**src/rtl/debounce_bank.sv**
```systemverilog
// debounce_bank: multi-channel key/switch conditioner.
// Each channel has a synchroniser, a stability counter that drives a
// debounced level, registered edge strobes and an optional auto-repeat
// strobe. Channels are independent lanes instantiated in a generate loop.

module debounce_lane #(
  parameter int SYNC_STAGES   = 2,
  parameter int STABLE_CYCLES = 500000,
  parameter int REPEAT_DELAY  = 25000000,
  parameter int REPEAT_RATE   = 5000000,
  parameter bit ACTIVE_LOW    = 1'b1,
  parameter bit INIT_LEVEL    = 1'b1
) (
  input  logic i_clk,
  input  logic i_rst,
  input  logic i_in,
  input  logic i_repeat_en,
  output logic o_level,
  output logic o_pos,
  output logic o_neg,
  output logic o_repeat
);
  localparam int CW   = (STABLE_CYCLES > 1) ? $clog2(STABLE_CYCLES) : 1;
  localparam int RMAX = (REPEAT_DELAY > REPEAT_RATE) ? REPEAT_DELAY : REPEAT_RATE;
  localparam int RCW  = (RMAX > 1) ? $clog2(RMAX) : 1;

  localparam logic [CW-1:0]  ST_MAX   = CW'(STABLE_CYCLES - 1);
  localparam logic [RCW-1:0] DLY_MAX  = RCW'(REPEAT_DELAY - 1);
  localparam logic [RCW-1:0] RATE_MAX = RCW'(REPEAT_RATE - 1);

  localparam logic [0:0] PH_DELAY = 1'b0;
  localparam logic [0:0] PH_RATE  = 1'b1;

  // Level that counts as "pressed".
  localparam logic PRESS_LVL = ~ACTIVE_LOW;

  logic [SYNC_STAGES-1:0] sync_q;
  logic                   s;
  logic                   level_q, level_d;
  logic [CW-1:0]          cnt_q, cnt_d;
  logic                   pos_q, pos_d, neg_q, neg_d;
  logic [RCW-1:0]         rcnt_q, rcnt_d;
  logic [0:0]             ph_q, ph_d;
  logic                   rep_q, rep_d;
  logic                   flip;

  assign s = sync_q[SYNC_STAGES-1];

  // Stability counter: level follows s only after it has differed long enough.
  always_comb begin
    level_d = level_q;
    cnt_d   = cnt_q;
    pos_d   = 1'b0;
    neg_d   = 1'b0;
    if (s == level_q) begin
      cnt_d = '0;
    end else if (cnt_q == ST_MAX) begin
      level_d = s;
      cnt_d   = '0;
      pos_d   = s;
      neg_d   = ~s;
    end else begin
      cnt_d = cnt_q + CW'(1);
    end
  end

  assign flip = (level_d != level_q);

  // Auto-repeat: any level change this edge (press or release) restarts the
  // DELAY phase and suppresses o_repeat, so release beats a coincident repeat.
  always_comb begin
    rcnt_d = rcnt_q;
    ph_d   = ph_q;
    rep_d  = 1'b0;
    if (flip || (level_q != PRESS_LVL) || !i_repeat_en) begin
      rcnt_d = '0;
      ph_d   = PH_DELAY;
    end else if ((ph_q == PH_DELAY) && (rcnt_q == DLY_MAX)) begin
      rep_d  = 1'b1;
      rcnt_d = '0;
      ph_d   = PH_RATE;
    end else if ((ph_q == PH_RATE) && (rcnt_q == RATE_MAX)) begin
      rep_d  = 1'b1;
      rcnt_d = '0;
    end else begin
      rcnt_d = rcnt_q + RCW'(1);
    end
  end

  // State registers, including the synchroniser chain.
  always_ff @(posedge i_clk) begin
    if (i_rst) begin
      sync_q  <= {SYNC_STAGES{INIT_LEVEL}};
      level_q <= INIT_LEVEL;
      cnt_q   <= '0;
      pos_q   <= 1'b0;
      neg_q   <= 1'b0;
      rcnt_q  <= '0;
      ph_q    <= PH_DELAY;
      rep_q   <= 1'b0;
    end else begin
      sync_q  <= {sync_q[SYNC_STAGES-2:0], i_in};
      level_q <= level_d;
      cnt_q   <= cnt_d;
      pos_q   <= pos_d;
      neg_q   <= neg_d;
      rcnt_q  <= rcnt_d;
      ph_q    <= ph_d;
      rep_q   <= rep_d;
    end
  end

  assign o_level  = level_q;
  assign o_pos    = pos_q;
  assign o_neg    = neg_q;
  assign o_repeat = rep_q;
endmodule

module debounce_bank #(
  parameter int N_CH          = 4,
  parameter int SYNC_STAGES   = 2,
  parameter int STABLE_CYCLES = 500000,
  parameter int REPEAT_DELAY  = 25000000,
  parameter int REPEAT_RATE   = 5000000,
  parameter bit ACTIVE_LOW    = 1'b1,
  parameter bit INIT_LEVEL    = 1'b1
) (
  input  logic            i_clk,
  input  logic            i_rst,
  input  logic [N_CH-1:0] i_in,
  input  logic [N_CH-1:0] i_repeat_en,
  output logic [N_CH-1:0] o_level,
  output logic [N_CH-1:0] o_pos,
  output logic [N_CH-1:0] o_neg,
  output logic [N_CH-1:0] o_repeat,
  output logic            o_any
);
  for (genvar k = 0; k < N_CH; k++) begin : g_lane
    debounce_lane #(
      .SYNC_STAGES  (SYNC_STAGES),
      .STABLE_CYCLES(STABLE_CYCLES),
      .REPEAT_DELAY (REPEAT_DELAY),
      .REPEAT_RATE  (REPEAT_RATE),
      .ACTIVE_LOW   (ACTIVE_LOW),
      .INIT_LEVEL   (INIT_LEVEL)
    ) u_lane (
      .i_clk      (i_clk),
      .i_rst      (i_rst),
      .i_in       (i_in[k]),
      .i_repeat_en(i_repeat_en[k]),
      .o_level    (o_level[k]),
      .o_pos      (o_pos[k]),
      .o_neg      (o_neg[k]),
      .o_repeat   (o_repeat[k])
    );
  end

  // Strobes are already registered, so this OR has no path from i_in.
  assign o_any = |(o_pos | o_neg);
endmodule

```
**config.mk**
```make
export PLATFORM = sky130hd
export DESIGN_NAME = debounce_bank
export DESIGN_NICKNAME = d
export VERILOG_FILES = /design/src/rtl/debounce_bank.sv
export SDC_FILE = /design/constraint.sdc
export NUM_CORES = 1
export LEC_CHECK = 0
export CORE_MARGIN = 1.5
export CORE_UTILIZATION = 55
export DETAILED_ROUTE_END_ITERATION = 12
export DONT_BUFFER_PORTS = 1
export GPL_TIMING_DRIVEN = 1
export PLACE_DENSITY_LB_ADDON = 0.2
export SYNTH_ARGS = -nofsm -noshare
export SYNTH_HDL_FRONTEND = slang
export SYNTH_SLANG_ARGS = --single-unit
```
**constraint.sdc**
```tcl
create_clock -name i_clk -period 2.51 [get_ports i_clk]
set_input_delay 0.3765 -clock i_clk [delete_from_list [all_inputs] [get_ports i_clk]]
set_output_delay 0.3765 -clock i_clk [all_outputs]
set_load 0.005 [all_outputs]
```
==> impl_metrics.py, run 1 <==
metrics = {
    "clock_tree": {
        "numClockSinks": 204,
        "htreeDepth": 1,
        "tritoncts_clock_tree": "done",
        "worstSkewPairLatency_ns": 0.50,
        "clkTransAtPathRegs_ns": 0.06,
        "cts_inserted_buffers": 22,
        "postCtsResizedCells": 0,
        "post-cts-setup-buffers": 0,
        "postCtsHoldBufs": 5,
        "cts_root_buf": "sky130_fd_sc_hd__clkbuf_16",
        "cts_buffer_depth": 3,
    },
    "synthesis": {
        "simple_gate_fraction_of_synth_area": 0.3163,
        "yosysWarnings": 0,
        "synthDistinctLibCells": 51,
        "yosys_most_used_dff": "sky130_fd_sc_hd__dfxtp_1",
        "synth-xor-area-share": 0.09900,
        "post_synth_mux_area_share": 0,
        "syn-instance-count": 1069,
        "synth-async-reset-ratio": 0,
        "synth_edf_count": 0,
        "synth_top_family_by_area": "simple AND/OR/NAND/NOR gates",
        "synth_largest_type_area_fraction": 0.4274,
        "yosys.area_share.adder": 0.01048,
        "synth_compound_gate_area_share": 0.1027,
        "post-synth-top-area-cell": "sky130_fd_sc_hd__dfxtp_1",
        "synth.net_count": 1087,
        "yosysMostFrequentCell": "sky130_fd_sc_hd__dfxtp_1",
        "post_synth_instance_area_mm2": 0.009554,
        "synth_common_cells": "sky130_fd_sc_hd__dfxtp_1 (204), sky130_fd_sc_hd__nor3_1 (82), sky130_fd_sc_hd__nor2_1 (76)",
        "syn_avg_cell_area_um2": 8.937,
        "synth-seq-cells": 204,
        "leading_cell_types_by_total_area_after_synthesis": "sky130_fd_sc_hd__dfxtp_1 (43%), sky130_fd_sc_hd__xnor2_1 (6.4%), sky130_fd_sc_hd__nor3_1 (4.3%), sky130_fd_sc_hd__xor2_1 (3.5%), sky130_fd_sc_hd__or4_1 (3.5%)",
        "synth_sequential_area_ratio": 0.4274,
    },
    "worst_setup_path": {
        "timing.rr.end": "g_lane[3].u_lane.rcnt_q[8]$_SDFF_PP0_",
        "arrival_ns": 2.67,
        "critical_path.endpoint": "g_lane[3].u_lane.rcnt_q[8]$_SDFF_PP0_",
        "rrSetupSlack_ns": 0.22,
        "kind_of_critical_path": "reg -> reg",
        "r2r_cells": 5,
        "beginning_of_the_critical_path": "g_lane[3].u_lane.rcnt_q[16]$_SDFF_PP0_",
        "cp.required_ns": 2.89,
        "cp_max_fo": 18,
        "timing.critical_path.from_type": "flop",
        "crit-reg2reg-launch": "g_lane[3].u_lane.rcnt_q[16]$_SDFF_PP0_",
        "critPathCaptureType": "flop",
    },
    "placement": {
        "dp.cells": 1260,
        "place.gp.congestion": 0.8421,
        "pre_cts_slack_ns": 0.2363,
        "placed_area_mm2": 0.009717,
        "post-dp-hpwl_um": 12740,
        "numPortBuffers": 0,
    },
    "sta": {
        "tightest_slew_ns": 0.5919,
        "finalClockSkew_ns": 0.007132,
        "rsz_0062_raised_after_global_routing": "no",
        "max_slew_margin": 0.5998,
        "final-max-slew-violation-count": 0,
        "finalHoldViolations": 0,
        "fmax_mhz": 435.9,
        "final.period_utilization": 0.9139,
        "final_period_minus_worst_setup_slack_ns": 2.294,
        "postLayoutSetupSlackWorst_ns": 0.2161,
        "final.setup.tns_ns": 0,
        "setup_viol": 0,
    },
    "routing": {
        "detailed_route_drc_error_count": 0,
        "drt-initial-drc-count": 366,
        "wl_per_cell_um": 14.67,
        "vias_per_cell": 5.979,
        "first_pass_iteration_count_of_the_detailed_router": 5,
        "routed_wirelength_um": 19050,
        "number_of_nets_still_failing_antenna_checks_after_routing": 0,
        "via_count": 7767,
    },
    "status": {
        "run_status": "finished clean",
    },
    "layout": {
        "area_delta_synth_final_pct": 9.469,
        "drive_gt1_frac": 0.07728,
        "final_nets": 1082,
        "insertedDiodeCount": 0,
        "instances_no_fill": 1299,
        "design_area_mm2": 0.01046,
    },
    "grt": {
        "grt_antenna_before_repair": 1,
        "wire_length_of_the_first_global_routing_pass_um": 33240,
        "first_global_vias": 7116,
        "gr-total-overflow": 0,
        "grt_start_max_net_pins": 28,
        "global_routing_usage_summed_across_all_routing_layers": 0.2131,
    },
    "die": {
        "fp.coreArea_mm2": 0.01712,
        "row_count": 48,
        "ioPinCount": 27,
        "die_height_um": 134.8,
        "floorplan.initialDensity": 0.5582,
        "horizontal_die_dimension_um": 134.8,
        "fp.dieArea_mm2": 0.01817,
    },
    "power_and_ir_drop": {
        "leakage_nw": 2.889,
        "power_per_cell_area_mw_per_mm2": 615.9,
        "total_power_mw": 6.441,
        "worst_ir_drop_vdd_v": 0.0005463,
    },
    "run": {
        "max-cap-violations": 0,
    },
    "min_path": {
        "worst_hold_path_type": "in -> reg",
    },
}
-- worst min path at each step --
stage / start / endpoint / slack, ns / depth (start not counted)
after CTS: i_rst / g_lane[1].u_lane.cnt_q[1]$_SDFF_PP0_ / 0.10 / 2
after detailed placement: g_lane[0].u_lane.sync_q[0]$_SDFF_PP1_ / g_lane[0].u_lane.sync_q[1]$_SDFF_PP1_ / 0.40 / 1
after global routing: i_rst / g_lane[1].u_lane.cnt_q[1]$_SDFF_PP0_ / 0.11 / 2
after floorplan: g_lane[0].u_lane.sync_q[0]$_SDFF_PP1_ / g_lane[0].u_lane.sync_q[1]$_SDFF_PP1_ / 0.39 / 1
after global placement: g_lane[2].u_lane.sync_q[0]$_SDFF_PP1_ / g_lane[2].u_lane.sync_q[1]$_SDFF_PP1_ / 0.40 / 1
final: i_rst / g_lane[1].u_lane.cnt_q[1]$_SDFF_PP0_ / 0.12 / 2
-- power by group --
part           internal, mW  total [mW]  switching [mW]
combinational        0.0156      0.0384          0.0228
clock                  1.92        3.15            1.24
sequential             3.25        3.25         0.00454
-- registers in the layout (all words and copies together) (netlist names) --
register	cells
g_lane.u_lane.ph_q	4
g_lane.u_lane.cnt_q	76
g_lane.u_lane.rcnt_q	100
g_lane.u_lane.o_level	4
g_lane.u_lane.o_pos	4
g_lane.u_lane.o_repeat	4
g_lane.u_lane.sync_q	8
g_lane.u_lane.o_neg	4
-- through the flow --
step                      hold slack [ns]    util
final                              0.1223  0.6110
after global routing               0.1130  0.6110
after CTS                          0.1043  0.6110
after detailed placement           0.4004  0.5677
after global placement             0.3993  0.5677
after floorplan                    0.3895       -
-- routing by layer --
metal | vias to the layer above | track usage | wire, µm
li1 | 3958 | - | -
met1 | 3684 | 0.2903 | 9252
met2 | 91 | 0.3541 | 8718
met3 | 32 | 0.03416 | 637
met4 | 2 | 0.05317 | 429
met5 | - | 0 | 16
-- placed cells by master (no fill, tap or decap), types with 28 or more instances in the layout --
cell                         n
sky130_fd_sc_hd__nand3_1    48
sky130_fd_sc_hd__nor4_1     33
sky130_fd_sc_hd__or3_1      34
sky130_fd_sc_hd__xnor2_1    70
sky130_fd_sc_hd__o21ai_0    29
sky130_fd_sc_hd__nand2_1    65
sky130_fd_sc_hd__xor2_1     38
sky130_fd_sc_hd__nand4_1    51
sky130_fd_sc_hd__nor3_1     82
sky130_fd_sc_hd__or4_1      44
sky130_fd_sc_hd__nor2_1     76
sky130_fd_sc_hd__dfxtp_1   204
sky130_fd_sc_hd__a211oi_1   37
sky130_fd_sc_hd__o31ai_1    28
-- worst max-delay path, cell delays in order (launching register included) --
cell	delay [ns]
sky130_fd_sc_hd__dfxtp_1	0.35
sky130_fd_sc_hd__or4_1	0.51
sky130_fd_sc_hd__or4_4	0.54
sky130_fd_sc_hd__a2111oi_4	0.40
sky130_fd_sc_hd__buf_4	0.29
sky130_fd_sc_hd__nor3_1	0.08
-- logic make-up after synthesis --
group           count (synthesis)
fa+ha+maj                       8
xor+xnor                      108
buf+inv                        83
compound gates                136
simple gates                  530
flops                         204
-- layout make-up --
class                           count  area [µm²]
Fill cell                        1484        6658
Inverter                           28       105.1
Tap cell                          225       281.5
Clock inverter                      4       70.07
Multi-Input combinational cell    782        5076
Timing Repair Buffer               26       220.2
Clock buffer                       30       621.8
Sequential cell                   204        4084
No activity file was read; power rests on OpenSTA's default activity.
==> inputs of run 2 (changes only) <==
--- a/config.mk
+++ b/config.mk
@@ -10,7 +10,8 @@
 export DETAILED_ROUTE_END_ITERATION = 12
 export DONT_BUFFER_PORTS = 1
 export GPL_TIMING_DRIVEN = 1
-export PLACE_DENSITY_LB_ADDON = 0.2
+export PLACE_DENSITY = 0.7
 export SYNTH_ARGS = -nofsm -noshare
 export SYNTH_HDL_FRONTEND = slang
+export SYNTH_HIERARCHICAL = 1
 export SYNTH_SLANG_ARGS = --single-unit
==> run 2 against run 1 <==
Via count fell by 2.0%. Hold slack improved by 0.0057 ns. Final cell count fell by 1.5%. Power rose by 2.5%. Largest cell class unchanged. Largest power group is now clock.
==> impl_metrics.py, run 2 <==
metrics = {
    "layout": {
        "final_common_cell": "sky130_fd_sc_hd__dfxtp_1",
        "utilization": 0.6352,
        "largest_registers": "g_lane.u_lane/rcnt_q: 100 flops, g_lane.u_lane/cnt_q: 76 flops, g_lane.u_lane/sync_q: 8 flops",
        "final_nets": 1063,
        "max_flop_register": "g_lane.u_lane/rcnt_q",
        "area_delta_synth_final_pct": 12.28,
        "insertedDiodeCount": 0,
        "commonest_cells_after_routing_fill_and_taps_aside": "sky130_fd_sc_hd__dfxtp_1 (204), sky130_fd_sc_hd__nand3_1 (76), sky130_fd_sc_hd__nor3_1 (72)",
        "largest_reg_flops": 100,
        "drive_gt1_frac": 0.09443,
    },
    "grt": {
        "first_global_vias": 7018,
        "global_routing_usage_summed_across_all_routing_layers": 0.2119,
        "gr-total-overflow": 0,
        "grt_start_max_net_pins": 28,
        "grt_antenna_before_repair": 0,
        "wire_length_of_the_first_global_routing_pass_um": 32700,
    },
    "sta": {
        "finalClockSkew_ns": 0.01436,
        "tightest_slew_ns": 0.8859,
        "final.setup.tns_ns": 0,
        "postLayoutSetupSlackWorst_ns": 0.4294,
        "setup_viol": 0,
        "rsz_0062_raised_after_global_routing": "no",
        "fmax_mhz": 480.6,
        "max_slew_margin": 0.4075,
        "final-max-slew-violation-count": 0,
        "final_period_minus_worst_setup_slack_ns": 2.081,
        "finalHoldViolations": 0,
        "final.period_utilization": 0.8289,
        "worst_hold_margin_ns": 0.1280,
    },
    "synthesis": {
        "leading_cell_types_by_total_area_after_synthesis": "sky130_fd_sc_hd__dfxtp_1 (43%), sky130_fd_sc_hd__xor2_1 (5.6%), sky130_fd_sc_hd__xnor2_1 (4.5%), sky130_fd_sc_hd__nand3_1 (4.0%), sky130_fd_sc_hd__nor3_1 (3.8%)",
        "synth-async-reset-ratio": 0,
        "yosys.area_share.adder": 0.01063,
        "synth_compound_gate_area_share": 0.1037,
        "synth-seq-cells": 204,
        "synth_top_family_by_area": "simple AND/OR/NAND/NOR gates",
        "post_synth_mux_area_share": 0,
        "syn-instance-count": 1019,
        "synth-xor-area-share": 0.1005,
        "yosysMostFrequentCell": "sky130_fd_sc_hd__dfxtp_1",
        "simple_gate_fraction_of_synth_area": 0.3308,
        "synth_sequential_area_ratio": 0.4338,
        "synth_edf_count": 0,
        "synthDistinctLibCells": 37,
        "syn_avg_cell_area_um2": 9.240,
        "post-synth-top-area-cell": "sky130_fd_sc_hd__dfxtp_1",
        "post_synth_instance_area_mm2": 0.009415,
        "yosys_most_used_dff": "sky130_fd_sc_hd__dfxtp_1",
        "synth_common_cells": "sky130_fd_sc_hd__dfxtp_1 (204), sky130_fd_sc_hd__nand3_1 (76), sky130_fd_sc_hd__nor3_1 (72)",
        "yosysWarnings": 6,
        "synth_largest_type_area_fraction": 0.4338,
        "synth.net_count": 1037,
    },
    "die": {
        "floorplan.initialDensity": 0.5657,
        "die_height_um": 133.8,
        "fp.dieArea_mm2": 0.01791,
        "row_count": 47,
        "horizontal_die_dimension_um": 133.8,
        "fp.coreArea_mm2": 0.01664,
        "ioPinCount": 27,
    },
    "worst_setup_path": {
        "r2r_cells": 5,
        "slowest_stage_delay_cp_ns": 0.50,
        "crit_path_cell_trace": "ha_1, nand4_2, or3_1, or4_1, a21oi_1",
        "timing.rr.end": "g_lane[1].u_lane/cnt_q[16]$_SDFF_PP0_",
        "cp.required_ns": 2.94,
        "kind_of_critical_path": "reg -> reg",
        "crit-reg2reg-launch": "g_lane[1].u_lane/cnt_q[0]$_SDFF_PP0_",
        "rrSetupSlack_ns": 0.43,
        "worst_path_dominant_cell_family": "simple AND/OR/NAND/NOR gates",
        "timing.critical_path.from_type": "flop",
        "critPathCaptureType": "flop",
        "path_buf_inv": 0,
        "arrival_ns": 2.51,
        "cp_max_fo": 6,
        "slowest_stage": "sky130_fd_sc_hd__or3_1",
    },
    "status": {
        "run_status": "finished clean",
    },
    "min_path": {
        "worst_hold_path_type": "in -> reg",
        "hold-path-cell-count": 2,
        "hold-path-endpoint": "g_lane[0].u_lane/cnt_q[1]$_SDFF_PP0_",
        "worst_min_path_start": "i_rst",
    },
    "clock_tree": {
        "clkTransAtPathRegs_ns": 0.06,
        "worstSkewPairLatency_ns": 0.50,
        "cts_inserted_buffers": 22,
        "cts_buffer_depth": 3,
        "post-cts-setup-buffers": 0,
        "htreeDepth": 1,
        "tritoncts_clock_tree": "done",
        "numClockSinks": 204,
        "postCtsResizedCells": 0,
        "cts_root_buf": "sky130_fd_sc_hd__clkbuf_16",
    },
    "routing": {
        "detailed_route_drc_error_count": 0,
        "via_count": 7615,
        "wl_per_cell_um": 14.70,
        "number_of_nets_still_failing_antenna_checks_after_routing": 0,
        "routed_wirelength_um": 18800,
        "drt-initial-drc-count": 264,
        "vias_per_cell": 5.954,
        "first_pass_iteration_count_of_the_detailed_router": 4,
    },
    "power_and_ir_drop": {
        "power_per_cell_area_mw_per_mm2": 624.4,
        "leakage_nw": 3.182,
        "worst_ir_drop_vdd_v": 0.0008178,
    },
    "placement": {
        "pre_cts_slack_ns": 0.4632,
        "numPortBuffers": 0,
        "place.gp.congestion": 0.8441,
        "post-dp-hpwl_um": 12650,
    },
    "run": {
        "max-cap-violations": 0,
    },
}
==> run 2: changes by cell type in the layout (fill, tap and decap cells not counted), sizes merged, moves of 14 or more <==
cell,change
xnor2,-22
nand3,+28
nor2,-16
nor4b,+16
xor2,+22
and3,+18
or4,-14
==> run 2: worst max-delay path by stage <==
stage	start	to	slack [ns]	cells after the start
after floorplan	g_lane[0].u_lane/cnt_q[0]$_SDFF_PP0_	g_lane[0].u_lane/cnt_q[16]$_SDFF_PP0_	0.64	5
after global placement	g_lane[2].u_lane/cnt_q[0]$_SDFF_PP0_	g_lane[2].u_lane/cnt_q[16]$_SDFF_PP0_	0.53	5
after detailed placement	g_lane[0].u_lane/cnt_q[0]$_SDFF_PP0_	g_lane[0].u_lane/cnt_q[18]$_SDFF_PP0_	0.46	5
after CTS	g_lane[1].u_lane/cnt_q[0]$_SDFF_PP0_	g_lane[1].u_lane/cnt_q[16]$_SDFF_PP0_	0.43	5
after global routing	g_lane[3].u_lane/cnt_q[0]$_SDFF_PP0_	g_lane[3].u_lane/cnt_q[18]$_SDFF_PP0_	0.28	5
final	g_lane[1].u_lane/cnt_q[0]$_SDFF_PP0_	g_lane[1].u_lane/cnt_q[16]$_SDFF_PP0_	0.43	5
==> run 2: repair_timing <==
action	4_1_cts	5_1_grt
endpoints found under the hold margin	24	0
hold buffers	5	0
endpoints found under the setup margin	0	0
==> run 2: layout make-up <==
class                           instances  area (µm²)
Inverter                               20       75.07
Clock buffer                           33       683.2
Multi-Input combinational cell        771        5171
Clock inverter                          5       75.07
Timing Repair Buffer                   26       207.7
Sequential cell                       204        4084
Fill cell                            1440        6071
Tap cell                              220       275.3
==> run 2: cell families (layout without fill, tap and decap cells) <==
group	Yosys count	in the layout
AND/OR/NAND/NOR	523	523
flip-flops	204	204
AO/OA/AOI/OAI	132	132
XOR/XNOR	108	108
buffers and inverters	44	84
adder cells (fa/ha/maj)	8	8
==> run 2: stage by stage <==
stage / cells / area, µm² / power [mW]
2_1_floorplan: 1019 / 9415 / 3.340
3_3_place_gp: 1236 / 9763 / 3.351
3_5_place_dp: 1236 / 9763 / 3.351
4_1_cts: 1279 / 10570 / 6.685
5_1_grt: 1279 / 10570 / 6.806
6_report: 1279 / 10570 / 6.600
==> run 2: power by group <==
group,internal [mW],switching [mW],total [mW]
sequential,3.25,0.00471,3.25
clock,2.07,1.24,3.31
combinational,0.0171,0.0234,0.0405
total,5.33,1.27,6.60
==> run 2: routing by layer <==
layer,global-route usage,up-vias,share of wire
li1,-,3890,-
met1,0.2914,3601,0.49
met2,0.3485,93,0.46
met3,0.03212,31,0.032
met4,0.05616,0,0.022
met5,0,-,0
